## config.mk

```make
export PLATFORM = sky130hd
export DESIGN_NAME = adma2_desc_fetch_flat
export DESIGN_NICKNAME = d
export VERILOG_FILES = /design/src/rtl/adma2_desc_fetch_if.sv /design/src/rtl/adma2_desc_fetch.sv /design/src/flat_wrapper.sv
export SDC_FILE = /design/constraint.sdc
export NUM_CORES = 1
export LEC_CHECK = 0
export ABC_AREA = 1
export ABC_CLOCK_PERIOD_IN_PS = 5000
export CAP_MARGIN = 20
export CORE_MARGIN = 8
export CORE_UTILIZATION = 33
export DETAILED_ROUTE_END_ITERATION = 16
export GPL_TIMING_DRIVEN = 0
export PLACE_DENSITY_LB_ADDON = 0.15
export SLEW_MARGIN = 20
export SYNTH_ARGS = -nofsm -noshare
export SYNTH_HDL_FRONTEND = slang
export SYNTH_SLANG_ARGS = --single-unit
```

## constraint.sdc

```tcl
create_clock -name CLK -period 5 [get_ports CLK]
set_input_delay 1 -clock CLK [delete_from_list [all_inputs] [get_ports CLK]]
set_output_delay 1 -clock CLK [all_outputs]
set_load 0.005 [all_outputs]
```

## src/rtl/adma2_desc_fetch_if.sv

```systemverilog
// rtl/adma2_desc_fetch_if.sv - memory read port and descriptor output bundle
interface adma2_desc_fetch_if #(
    parameter int ADDR_WIDTH      = 64,
    parameter int DESC_ADDR_WIDTH = 32
);
    logic                       mem_req;
    logic [ADDR_WIDTH-1:0]      mem_addr;
    logic                       mem_ack;
    logic [31:0]                mem_rdata;
    logic                       mem_err;
    logic                       desc_valid;
    logic                       desc_ready;
    logic [2:0]                 desc_act;
    logic                       desc_end;
    logic                       desc_int;
    logic [16:0]                desc_len;
    logic [DESC_ADDR_WIDTH-1:0] desc_addr;

    modport master (
        output mem_req, mem_addr,
        input  mem_ack, mem_rdata, mem_err,
        output desc_valid, desc_act, desc_end, desc_int, desc_len, desc_addr,
        input  desc_ready
    );

    modport slave (
        input  mem_req, mem_addr,
        output mem_ack, mem_rdata, mem_err,
        input  desc_valid, desc_act, desc_end, desc_int, desc_len, desc_addr,
        output desc_ready
    );
endinterface

```

## src/rtl/adma2_desc_fetch.sv

```systemverilog
// rtl/adma2_desc_fetch.sv - ADMA2 descriptor fetch engine with link following and error detection
module adma2_desc_fetch #(
    parameter int ADDR_WIDTH      = 64,
    parameter int DESC_ADDR_WIDTH = 32,
    parameter int LINK_LIMIT      = 16
) (
    input  logic                  CLK,
    input  logic                  RESET,
    input  logic                  start,
    input  logic                  stop,
    input  logic [ADDR_WIDTH-1:0] address,
    adma2_desc_fetch_if.master    bus,
    output logic                  busy,
    output logic                  done,
    output logic                  err,
    output logic [2:0]            err_code,
    output logic [ADDR_WIDTH-1:0] err_addr
);
    localparam logic [2:0] S_IDLE    = 3'd0;
    localparam logic [2:0] S_FETCH   = 3'd1;
    localparam logic [2:0] S_DECODE  = 3'd2;
    localparam logic [2:0] S_PRESENT = 3'd3;
    localparam logic [2:0] S_DONE    = 3'd4;
    localparam logic [2:0] S_ERROR   = 3'd5;

    localparam logic [2:0] E_INVALID = 3'b001;
    localparam logic [2:0] E_ALIGN   = 3'b010;
    localparam logic [2:0] E_BUS     = 3'b011;
    localparam logic [2:0] E_LINK    = 3'b100;

    localparam logic [2:0] ACT_NOP  = 3'b000;
    localparam logic [2:0] ACT_LINK = 3'b110;

    localparam int                    BEATS     = (DESC_ADDR_WIDTH == 64) ? 4 : 2;
    localparam logic [ADDR_WIDTH-1:0] STRIDE    = ADDR_WIDTH'(BEATS * 4);
    localparam logic [1:0]            LAST_BEAT = 2'(BEATS - 1);
    localparam int                    CW        = $clog2(LINK_LIMIT + 1);
    localparam logic [CW-1:0]         LINK_MAX  = CW'(LINK_LIMIT - 1);

    logic [2:0]                 state;
    logic [ADDR_WIDTH-1:0]      ptr;
    logic [1:0]                 beat;
    logic [CW-1:0]              link_cnt;
    logic [31:0]                w0, w1, w2;
    logic [2:0]                 act;
    logic [DESC_ADDR_WIDTH-1:0] data_addr;
    logic [ADDR_WIDTH-1:0]      link_ptr;
    logic                       chain;
    logic                       unused_attr;

    // Truncating {w2,w1} keeps only w1 for 8-byte descriptors.
    assign act         = w0[5:3];
    assign data_addr   = DESC_ADDR_WIDTH'({w2, w1});
    assign link_ptr    = ADDR_WIDTH'(data_addr);
    assign chain       = (act == ACT_LINK) || (act == ACT_NOP && !w0[1]);
    assign unused_attr = ^w0[15:6];
    assign busy        = (state == S_FETCH) || (state == S_DECODE) || (state == S_PRESENT);

    always_ff @(posedge CLK) begin
        if (RESET) begin
            state          <= S_IDLE;
            ptr            <= '0;
            beat           <= '0;
            link_cnt       <= '0;
            w0             <= '0;
            w1             <= '0;
            w2             <= '0;
            done           <= 1'b0;
            err            <= 1'b0;
            err_code       <= '0;
            err_addr       <= '0;
            bus.mem_req    <= 1'b0;
            bus.mem_addr   <= '0;
            bus.desc_valid <= 1'b0;
            bus.desc_act   <= '0;
            bus.desc_end   <= 1'b0;
            bus.desc_int   <= 1'b0;
            bus.desc_len   <= '0;
            bus.desc_addr  <= '0;
        end else if (stop) begin
            state          <= S_IDLE;
            bus.mem_req    <= 1'b0;
            bus.desc_valid <= 1'b0;
        end else begin
            case (state)
                S_IDLE, S_DONE, S_ERROR: begin
                    if (start) begin
                        done     <= 1'b0;
                        err      <= 1'b0;
                        err_code <= '0;
                        ptr      <= address;
                        link_cnt <= '0;
                        if (address[2:0] != 3'd0) begin
                            state    <= S_ERROR;
                            err      <= 1'b1;
                            err_code <= E_ALIGN;
                            err_addr <= address;
                        end else begin
                            state        <= S_FETCH;
                            beat         <= '0;
                            bus.mem_req  <= 1'b1;
                            bus.mem_addr <= address;
                        end
                    end
                end
                S_FETCH: begin
                    if (bus.mem_req && bus.mem_ack) begin
                        if (bus.mem_err) begin
                            state       <= S_ERROR;
                            err         <= 1'b1;
                            err_code    <= E_BUS;
                            err_addr    <= ptr;
                            bus.mem_req <= 1'b0;
                        end else begin
                            case (beat)
                                2'd0:    w0 <= bus.mem_rdata;
                                2'd1:    w1 <= bus.mem_rdata;
                                2'd2:    w2 <= bus.mem_rdata;
                                default: ;
                            endcase
                            if (beat == LAST_BEAT) begin
                                state       <= S_DECODE;
                                bus.mem_req <= 1'b0;
                            end else begin
                                beat         <= beat + 2'd1;
                                bus.mem_addr <= bus.mem_addr + ADDR_WIDTH'(4);
                            end
                        end
                    end
                end
                S_DECODE: begin
                    if (!w0[0]) begin
                        state    <= S_ERROR;
                        err      <= 1'b1;
                        err_code <= E_INVALID;
                        err_addr <= ptr;
                    end else if (chain) begin
                        if (link_cnt == LINK_MAX) begin
                            state    <= S_ERROR;
                            err      <= 1'b1;
                            err_code <= E_LINK;
                            err_addr <= ptr;
                        end else if (act == ACT_LINK && link_ptr[2:0] != 3'd0) begin
                            state    <= S_ERROR;
                            err      <= 1'b1;
                            err_code <= E_ALIGN;
                            err_addr <= ptr;
                        end else begin
                            state        <= S_FETCH;
                            link_cnt     <= link_cnt + CW'(1);
                            beat         <= '0;
                            bus.mem_req  <= 1'b1;
                            ptr          <= (act == ACT_LINK) ? link_ptr : ptr + STRIDE;
                            bus.mem_addr <= (act == ACT_LINK) ? link_ptr : ptr + STRIDE;
                        end
                    end else begin
                        state          <= S_PRESENT;
                        bus.desc_valid <= 1'b1;
                        bus.desc_act   <= act;
                        bus.desc_end   <= w0[1];
                        bus.desc_int   <= w0[2];
                        bus.desc_len   <= (w0[31:16] == 16'd0) ? 17'h10000 : {1'b0, w0[31:16]};
                        bus.desc_addr  <= data_addr;
                    end
                end
                S_PRESENT: begin
                    if (bus.desc_ready) begin
                        bus.desc_valid <= 1'b0;
                        if (bus.desc_end) begin
                            state <= S_DONE;
                            done  <= 1'b1;
                        end else begin
                            state        <= S_FETCH;
                            link_cnt     <= '0;
                            beat         <= '0;
                            bus.mem_req  <= 1'b1;
                            ptr          <= ptr + STRIDE;
                            bus.mem_addr <= ptr + STRIDE;
                        end
                    end
                end
                default: state <= S_IDLE;
            endcase
        end
    end
endmodule

```

## src/flat_wrapper.sv

```systemverilog
// flat-port wrapper written by rule: the top's interface ports become plain ports
module adma2_desc_fetch_flat 
#(
    parameter int ADDR_WIDTH      = 64,
    parameter int DESC_ADDR_WIDTH = 32,
    parameter int LINK_LIMIT      = 16
)
  (CLK, RESET, start, stop, address, busy, done, err, err_code, err_addr, bus_mem_req, bus_mem_addr, bus_mem_ack, bus_mem_rdata, bus_mem_err, bus_desc_valid, bus_desc_act, bus_desc_end, bus_desc_int, bus_desc_len, bus_desc_addr, bus_desc_ready);
  adma2_desc_fetch_if #(.ADDR_WIDTH(ADDR_WIDTH), .DESC_ADDR_WIDTH(DESC_ADDR_WIDTH)) bus_i ();
  input  logic CLK;
  input  logic RESET;
  input  logic start;
  input  logic stop;
  input  logic [ADDR_WIDTH-1:0] address;
  output logic busy;
  output logic done;
  output logic err;
  output logic [2:0] err_code;
  output logic [ADDR_WIDTH-1:0] err_addr;
  output wire logic [$bits(bus_i.mem_req)-1:0] bus_mem_req;
  output wire logic [$bits(bus_i.mem_addr)-1:0] bus_mem_addr;
  input wire logic [$bits(bus_i.mem_ack)-1:0] bus_mem_ack;
  input wire logic [$bits(bus_i.mem_rdata)-1:0] bus_mem_rdata;
  input wire logic [$bits(bus_i.mem_err)-1:0] bus_mem_err;
  output wire logic [$bits(bus_i.desc_valid)-1:0] bus_desc_valid;
  output wire logic [$bits(bus_i.desc_act)-1:0] bus_desc_act;
  output wire logic [$bits(bus_i.desc_end)-1:0] bus_desc_end;
  output wire logic [$bits(bus_i.desc_int)-1:0] bus_desc_int;
  output wire logic [$bits(bus_i.desc_len)-1:0] bus_desc_len;
  output wire logic [$bits(bus_i.desc_addr)-1:0] bus_desc_addr;
  input wire logic [$bits(bus_i.desc_ready)-1:0] bus_desc_ready;
  assign bus_mem_req = bus_i.mem_req;
  assign bus_mem_addr = bus_i.mem_addr;
  assign bus_i.mem_ack = bus_mem_ack;
  assign bus_i.mem_rdata = bus_mem_rdata;
  assign bus_i.mem_err = bus_mem_err;
  assign bus_desc_valid = bus_i.desc_valid;
  assign bus_desc_act = bus_i.desc_act;
  assign bus_desc_end = bus_i.desc_end;
  assign bus_desc_int = bus_i.desc_int;
  assign bus_desc_len = bus_i.desc_len;
  assign bus_desc_addr = bus_i.desc_addr;
  assign bus_i.desc_ready = bus_desc_ready;
  adma2_desc_fetch #(.ADDR_WIDTH(ADDR_WIDTH), .DESC_ADDR_WIDTH(DESC_ADDR_WIDTH), .LINK_LIMIT(LINK_LIMIT)) u_core (.CLK(CLK), .RESET(RESET), .start(start), .stop(stop), .address(address), .bus(bus_i), .busy(busy), .done(done), .err(err), .err_code(err_code), .err_addr(err_addr));
endmodule
```

[Word level (Yosys, flattened, before mapping)]
Cells that the tools add are included.
Operators by class
  multiplexer cells: 95
  $add $sub $neg: 4
  eq/ne operators: 26
  bitwise operators: 3
  reduce and logical (&&, ||, !) cells: 31
Operators by type and width (number)
  64-bit 2-to-1 mux: 21
  64-bit case mux with 3 select lines: 2
  64-bit case mux with 4 select lines: 1
  64-bit by 3-bit adder with 64-bit output, second input constant: 1
  64-bit by 4-bit adder with 64-bit output, second input constant: 1
  3-bit 2-to-1 mux: 18
  5-bit 2-to-1 mux: 7
  1-bit 2-to-1 mux: 25
  2-bit 2-to-1 mux: 12
  2-bit != test, second input constant: 11
  17-bit 2-to-1 mux: 1
  16-bit zero test: 1
  5-bit case mux with 3 select lines: 1
  5-bit AND reduction: 3
  13-bit AND reduction: 1
  3-bit case mux with 4 select lines: 1
  4-bit AND reduction: 3
  3-bit nonzero test: 4
  11-bit AND reduction: 1
  3-bit == test, second input constant: 3
  3-bit case mux with 3 select lines: 1
  9-bit AND reduction: 1
  2-bit by 1-bit != test with 1-bit output, second input constant: 4
  2-bit case mux with 4 select lines: 1
  other kinds (23): 34
Storage, ports and cells
  input bits: 103
  register bits: 327
  output and inout bits: 190
  word-level logic and storage cells: 177

[Depth between registers and ports, before layout]
Gate-level depths: netlist (run 1).
  depth after elaboration: 7
  mapped depth: 15
  depth with buffers taken out: 15

[Worst setup path before layout (run 1)]
OpenSTA, ideal clock, no wires.
  kind: input port to flip-flop
  from: input port address[2]
  to: register u_core.bus.mem_addr[20]
  data arrival time: 2.248 ns
  cell stages on the path: 11
  buffers on the path: 1
  slack: 2.635 ns
  setup time: 0.117 ns
  required time: 4.883 ns
  cell sequence: nor3_1 -> nor2_1 -> nor2_1 -> nand2_1 -> nor2_1 -> nand3_2 -> inv_1 -> buf_2 -> o21ai_0 -> nor2_1 -> nor2_1
On the way
  longest elaborated chain between the ends: 3
RTL lines
  from (decl): line flat_wrapper.sv:14  | input logic [ADDR_WIDTH-1:0] address;
  3-bit nonzero test: line adma2_desc_fetch.sv:93  | if (address[2:0] != 3'd0) begin
  2-bit != test (no source line)
  13-bit AND reduction (no source line)
  to (signal assigned): line adma2_desc_fetch.sv:102  | bus.mem_addr <= address;
  to (signal assigned): line adma2_desc_fetch.sv:126  | bus.mem_addr <= bus.mem_addr + ADDR_WIDTH'(4);
  to (signal assigned): line adma2_desc_fetch.sv:154  | bus.mem_addr <= (act == ACT_LINK) ? link_ptr : ptr + STRIDE;
  to (decl): line adma2_desc_fetch_if.sv:20  | output mem_req, mem_addr,
No other way between the ends.
A chain may end at the register's enable or synchronous reset.

[Final worst setup path (run 1)]
  from: register u_core.state[1]
  to: output port busy
On the way
  longest elaborated chain between the ends: 3
  elaborated cells between the ends (all ways): 5
  those cells by class: eq/ne: 3; reduce/logical: 2
RTL lines
  from (decl): line adma2_desc_fetch.sv:40  | logic [2:0] state;
  from (signal assigned): line adma2_desc_fetch.sv:61  | state <= S_IDLE;
  from (signal assigned): line adma2_desc_fetch.sv:81  | state <= S_IDLE;
  from (signal assigned): line adma2_desc_fetch.sv:94  | state <= S_ERROR;
  3-bit by 1-bit == test with 1-bit output / 3-bit by 2-bit == test with 1-bit output (equally long branches): line adma2_desc_fetch.sv:57  | assign busy = (state == S_FETCH) || (state == S_DECODE) || (state == S_PRESENT);
  1-bit logical OR: line adma2_desc_fetch.sv:57
  1-bit logical OR (*): line adma2_desc_fetch.sv:57
  to (decl): line flat_wrapper.sv:15  | output logic busy;
Mark *: on every way between the ends. The rest lies on a longest branch, timed or not.

==> results.md, run 1 <==
- Status: complete, no violations
- TritonRoute pass-1 iters: 6
- Worst path max stage delay: around 0.63 ns
- CP most frequent cell: inv_1
- Worst Setup Slack, final: approximately 1.1 ns
- CP top delay family: buffers and inverters
- Setup repair after global routing missed its margin: no
- Final setup fails: 0
- Setup TNS: 0 ns
- Largest net degree at the start of global routing: 13
- Buf/Inv on CP: 5
- Layout area overhead: 29.6%
- Iter 0 DRT Violations: about 1800
- Final worst path period share: 77.4%
- Port Buffer Count: just under 300
- Post-layout min period: 3.87 ns
- DR vias/cell: 5.53
- Crit-path cells: nand2_1 -> buf_2 -> inv_1 -> nor2_1 -> inv_1 -> clkbuf_1 -> clkdlybuf4s50_1
- DRT antenna net count: 0
- Die height: about 250 µm
- Slew margin rel.: between 20 and 25%
- Yosys reg bits: ~320
- Overall power: approximately 6.9 mW
- YS warnings: 0
- RD Place Congestion: ~0.98
- Crit path capture type: primary output
- CTS hold repair buffers: 0
- Fmax: approximately 260 MHz
- Crit-path slowest cell: clkdlybuf4s50_1
- Synth Instances: between 2000 and 3000
- Leakage: about 8.6 nW
- H-tree Lvls: 2
- Sink Count: 317
- WP data required: 4.00 ns
- Nets@finish: 3227
- Startpoint type of the worst setup path: flip-flop
- Io pins: about 290
- Leading cell type in the layout, fill and taps excluded: nor2_1
- Min-Delay Startpoint: u_core.err_code[2]$_SDFFE_PP0P_
- FFs w/ async S/R, synth: 0%
- EDFF count, synth: 0
- Pre-CTS WS: 1.08 ns
- CTS root buf: clkbuf_16
- Register area share after synthesis: a little over a third
- Overall Global Routing Usage: a little under a third
- Final hold violation count: 0
- Syn Area/Cell: between 6 and 7 µm²
- Pwr dens: between 300 and 400 nW/µm²
- Post-Syn Area: around 18000 µm²
- WL per Instance: about 25 µm
- Clock transition at path regs: 0.06 ns
- Initial antenna violation count: 2
- Final Util: between 40 and 50%
- Fillers: approximately 5700
- Post-CTS resize count: 0
- Worst path arrival time: approximately 2.9 ns
- DIE AREA: ~61000 µm²
- Highest-count cells in the layout ignoring fill and taps: 483 x nor2_1, 441 x nand2_1, 317 x dfxtp_1
- Kind of critical path: flip-flop to primary output
- Slew of the pin with the lowest slew margin: 1.17 ns
- Remaining global-route overflow: 0
- R2R Path Start: u_core.state[2]$_SDFFE_PP0P_
- Die Span X: around 250 µm
- CTS Buf Count: 39
- CP Launch Point: u_core.state[1]$_SDFFE_PP0P_
- TritonCTS clock tree: done
- Main flop type after synthesis: dfxtp_1
- Fraction of layout cells with a size suffix above 1: 4.51%
- Max cap viols: 0
- Initial core utilization: roughly 33%
- Row count: 84
- DRC viols: 0
- Clock Latency Late Sink: 0.59 ns
- Net Count, Synth: between 2000 and 3000
- Max VDD drop: 0.263 mV
- Final slew viol count: 0
- Post-CTS setup buffer count: 0
- Core ar.: approximately 53000 µm²
- Routed WL: between 90000 and 100000 µm
- Yosys cell types: 43
- Hpwl dp: 79400 µm
- N_diodes: 0
- First-pass GRT wire length: about 140000 µm
- Clock Skew: around 0.026 ns
- Crit Path Max Fanout: 10
- Hold crit path type: flip-flop to flip-flop
- Vias in the first global route: 20300
- CTS Buffer Depth: 3
- Vias: between 20000 and 25000
## worst reg2reg max path: stages, from the launching register on
cell and delay, ns:
dfxtp_1 0.39, inv_2 0.05, nand2_1 0.17, buf_2 0.40, inv_1 0.15, o21ai_1 0.63, clkbuf_1 0.82, o21ai_0 0.57
nor2_1 0.21, a21oi_1 0.08
## metal layers
layer / vias to the layer above / GRT usage (%) / share of wire, % / wire length (µm)
li1: 9914 / - / - / -
met5: - / 0 / 0.011 / 11
met4: 2 / 12.5 / 4.6 / 4440
met3: 211 / 4.79 / 6.7 / 6520
met1: 10200 / 37.1 / 41 / 39300
met2: 913 / 52.8 / 48 / 46600
## flip-flops by register name (all words and copies together), names as in the netlist, 5 cells and up
register and cells:
u_core.ptr 64, u_core.link_cnt 5, u_core.bus.desc_len 17, u_core.bus.desc_addr 32, u_core.w0 22, u_core.err_addr 64, u_core.bus.mem_addr 64, u_core.data_addr 32
## cells in the mapped netlist, types with 2 or more instances
master    count  area share [%]
nor2_1      483              10
nand2_1     441             9.4
dfxtp_1     317              36
inv_1       302             6.4
o21ai_0     297             8.4
a21oi_1     278             7.9
nand3_1     196             5.6
clkbuf_1     85             1.8
a211oi_1     69             2.9
nor3_1       63             1.8
nand4_1      53             1.9
buf_2        40             1.1
a31oi_1      27            0.96
o21ai_1      14            0.40
xor2_1       13            0.65
or2_2        12            0.43
o21bai_1     10            0.43
o22ai_1       9            0.32
xnor2_1       9            0.45
buf_1         7            0.15
buf_4         7            0.30
ha_1          6            0.43
inv_2         6            0.13
nor2_2        6            0.21
nor4_1        6            0.21
and2_1        4            0.14
nor3b_1       3            0.13
o211ai_1      3            0.13
a22oi_1       2           0.085
nand3_2       2            0.11
o21a_1        2           0.085
## logic make-up after synthesis
family / count (synthesis) / share of synthesized area [%]
and+or+nand+nor: 1274 / 30.5
AOI/OAI and AO/OA: 717 / 22.0
buffers and inverters: 448 / 9.99
DFF: 317 / 36.0
xor gates and xnor gates: 22 / 1.09
adders and majority gates: 6 / 0.426
## layout make-up
type,instances,area [µm²],area share [%]
buffer,140,603,2.64
clock buffer,56,1130,4.95
clock inverter,16,279,1.22
inverter,308,1160,5.06
multi-input combinational,2019,9510,41.7
sequential,317,6350,27.8
tap,688,861,3.77
timing repair buffer,293,2940,12.9
## worst paths after layout
check / end / slack (ns) / cells past startpoint
setup / recovery: busy / 1.13 / 7
hold / removal: u_core.err_code[2]$_SDFFE_PP0P_ / 0.46 / 2
hold reg to reg: u_core.err_code[2]$_SDFFE_PP0P_ / 0.46 / 2
setup reg to reg: u_core.bus.mem_addr[25]$_SDFFE_PP0P_ / 1.42 / 9
## metrics by stage
stage,std cells,area [µm²],hold WS [ns]
2_1_floorplan,2784,17600,0.435
3_3_place_gp,3764,21400,0.450
3_5_place_dp,3765,21400,0.456
4_1_cts,3837,22800,0.466
5_1_grt,3837,22800,0.482
6_report,3837,22800,0.460
## power by group
| group | internal [mW] | switching [mW] | total (mW) |
|---|---|---|---|
| Sequential | 2.65 | 0.175 | 2.83 |
| Combinational | 0.373 | 0.551 | 0.925 |
| Clock | 1.86 | 1.27 | 3.13 |
| Total | 4.88 | 2.00 | 6.88 |
Power figures use the tool's default switching activity.
==> inputs of run 2 (changes only) <==
--- a/config.mk
+++ b/config.mk
@@ -6,7 +6,7 @@
 export NUM_CORES = 1
 export LEC_CHECK = 0
 export ABC_AREA = 1
-export ABC_CLOCK_PERIOD_IN_PS = 5000
+export ABC_CLOCK_PERIOD_IN_PS = 3800
 export CAP_MARGIN = 20
 export CORE_MARGIN = 8
 export CORE_UTILIZATION = 33
==> constraint.sdc (replaced) <==
create_clock -name CLK -period 3.8 [get_ports CLK]
set_input_delay 0.76 -clock CLK [delete_from_list [all_inputs] [get_ports CLK]]
set_output_delay 0.76 -clock CLK [all_outputs]
set_load 0.005 [all_outputs]
==> results of run 2 <==
Same layout as run 1 (identical final DEF). Status: complete, no violations.
Among the figures that moved: setup slack after placement 1.08 ns -> 0.122 ns; setup slack after layout 1.13 ns -> 0.170 ns; register-to-register setup slack 1.42 ns -> 0.22 ns; total power 6.88 mW -> 9.06 mW; worst IR drop on VDD 0.263 mV -> 0.346 mV
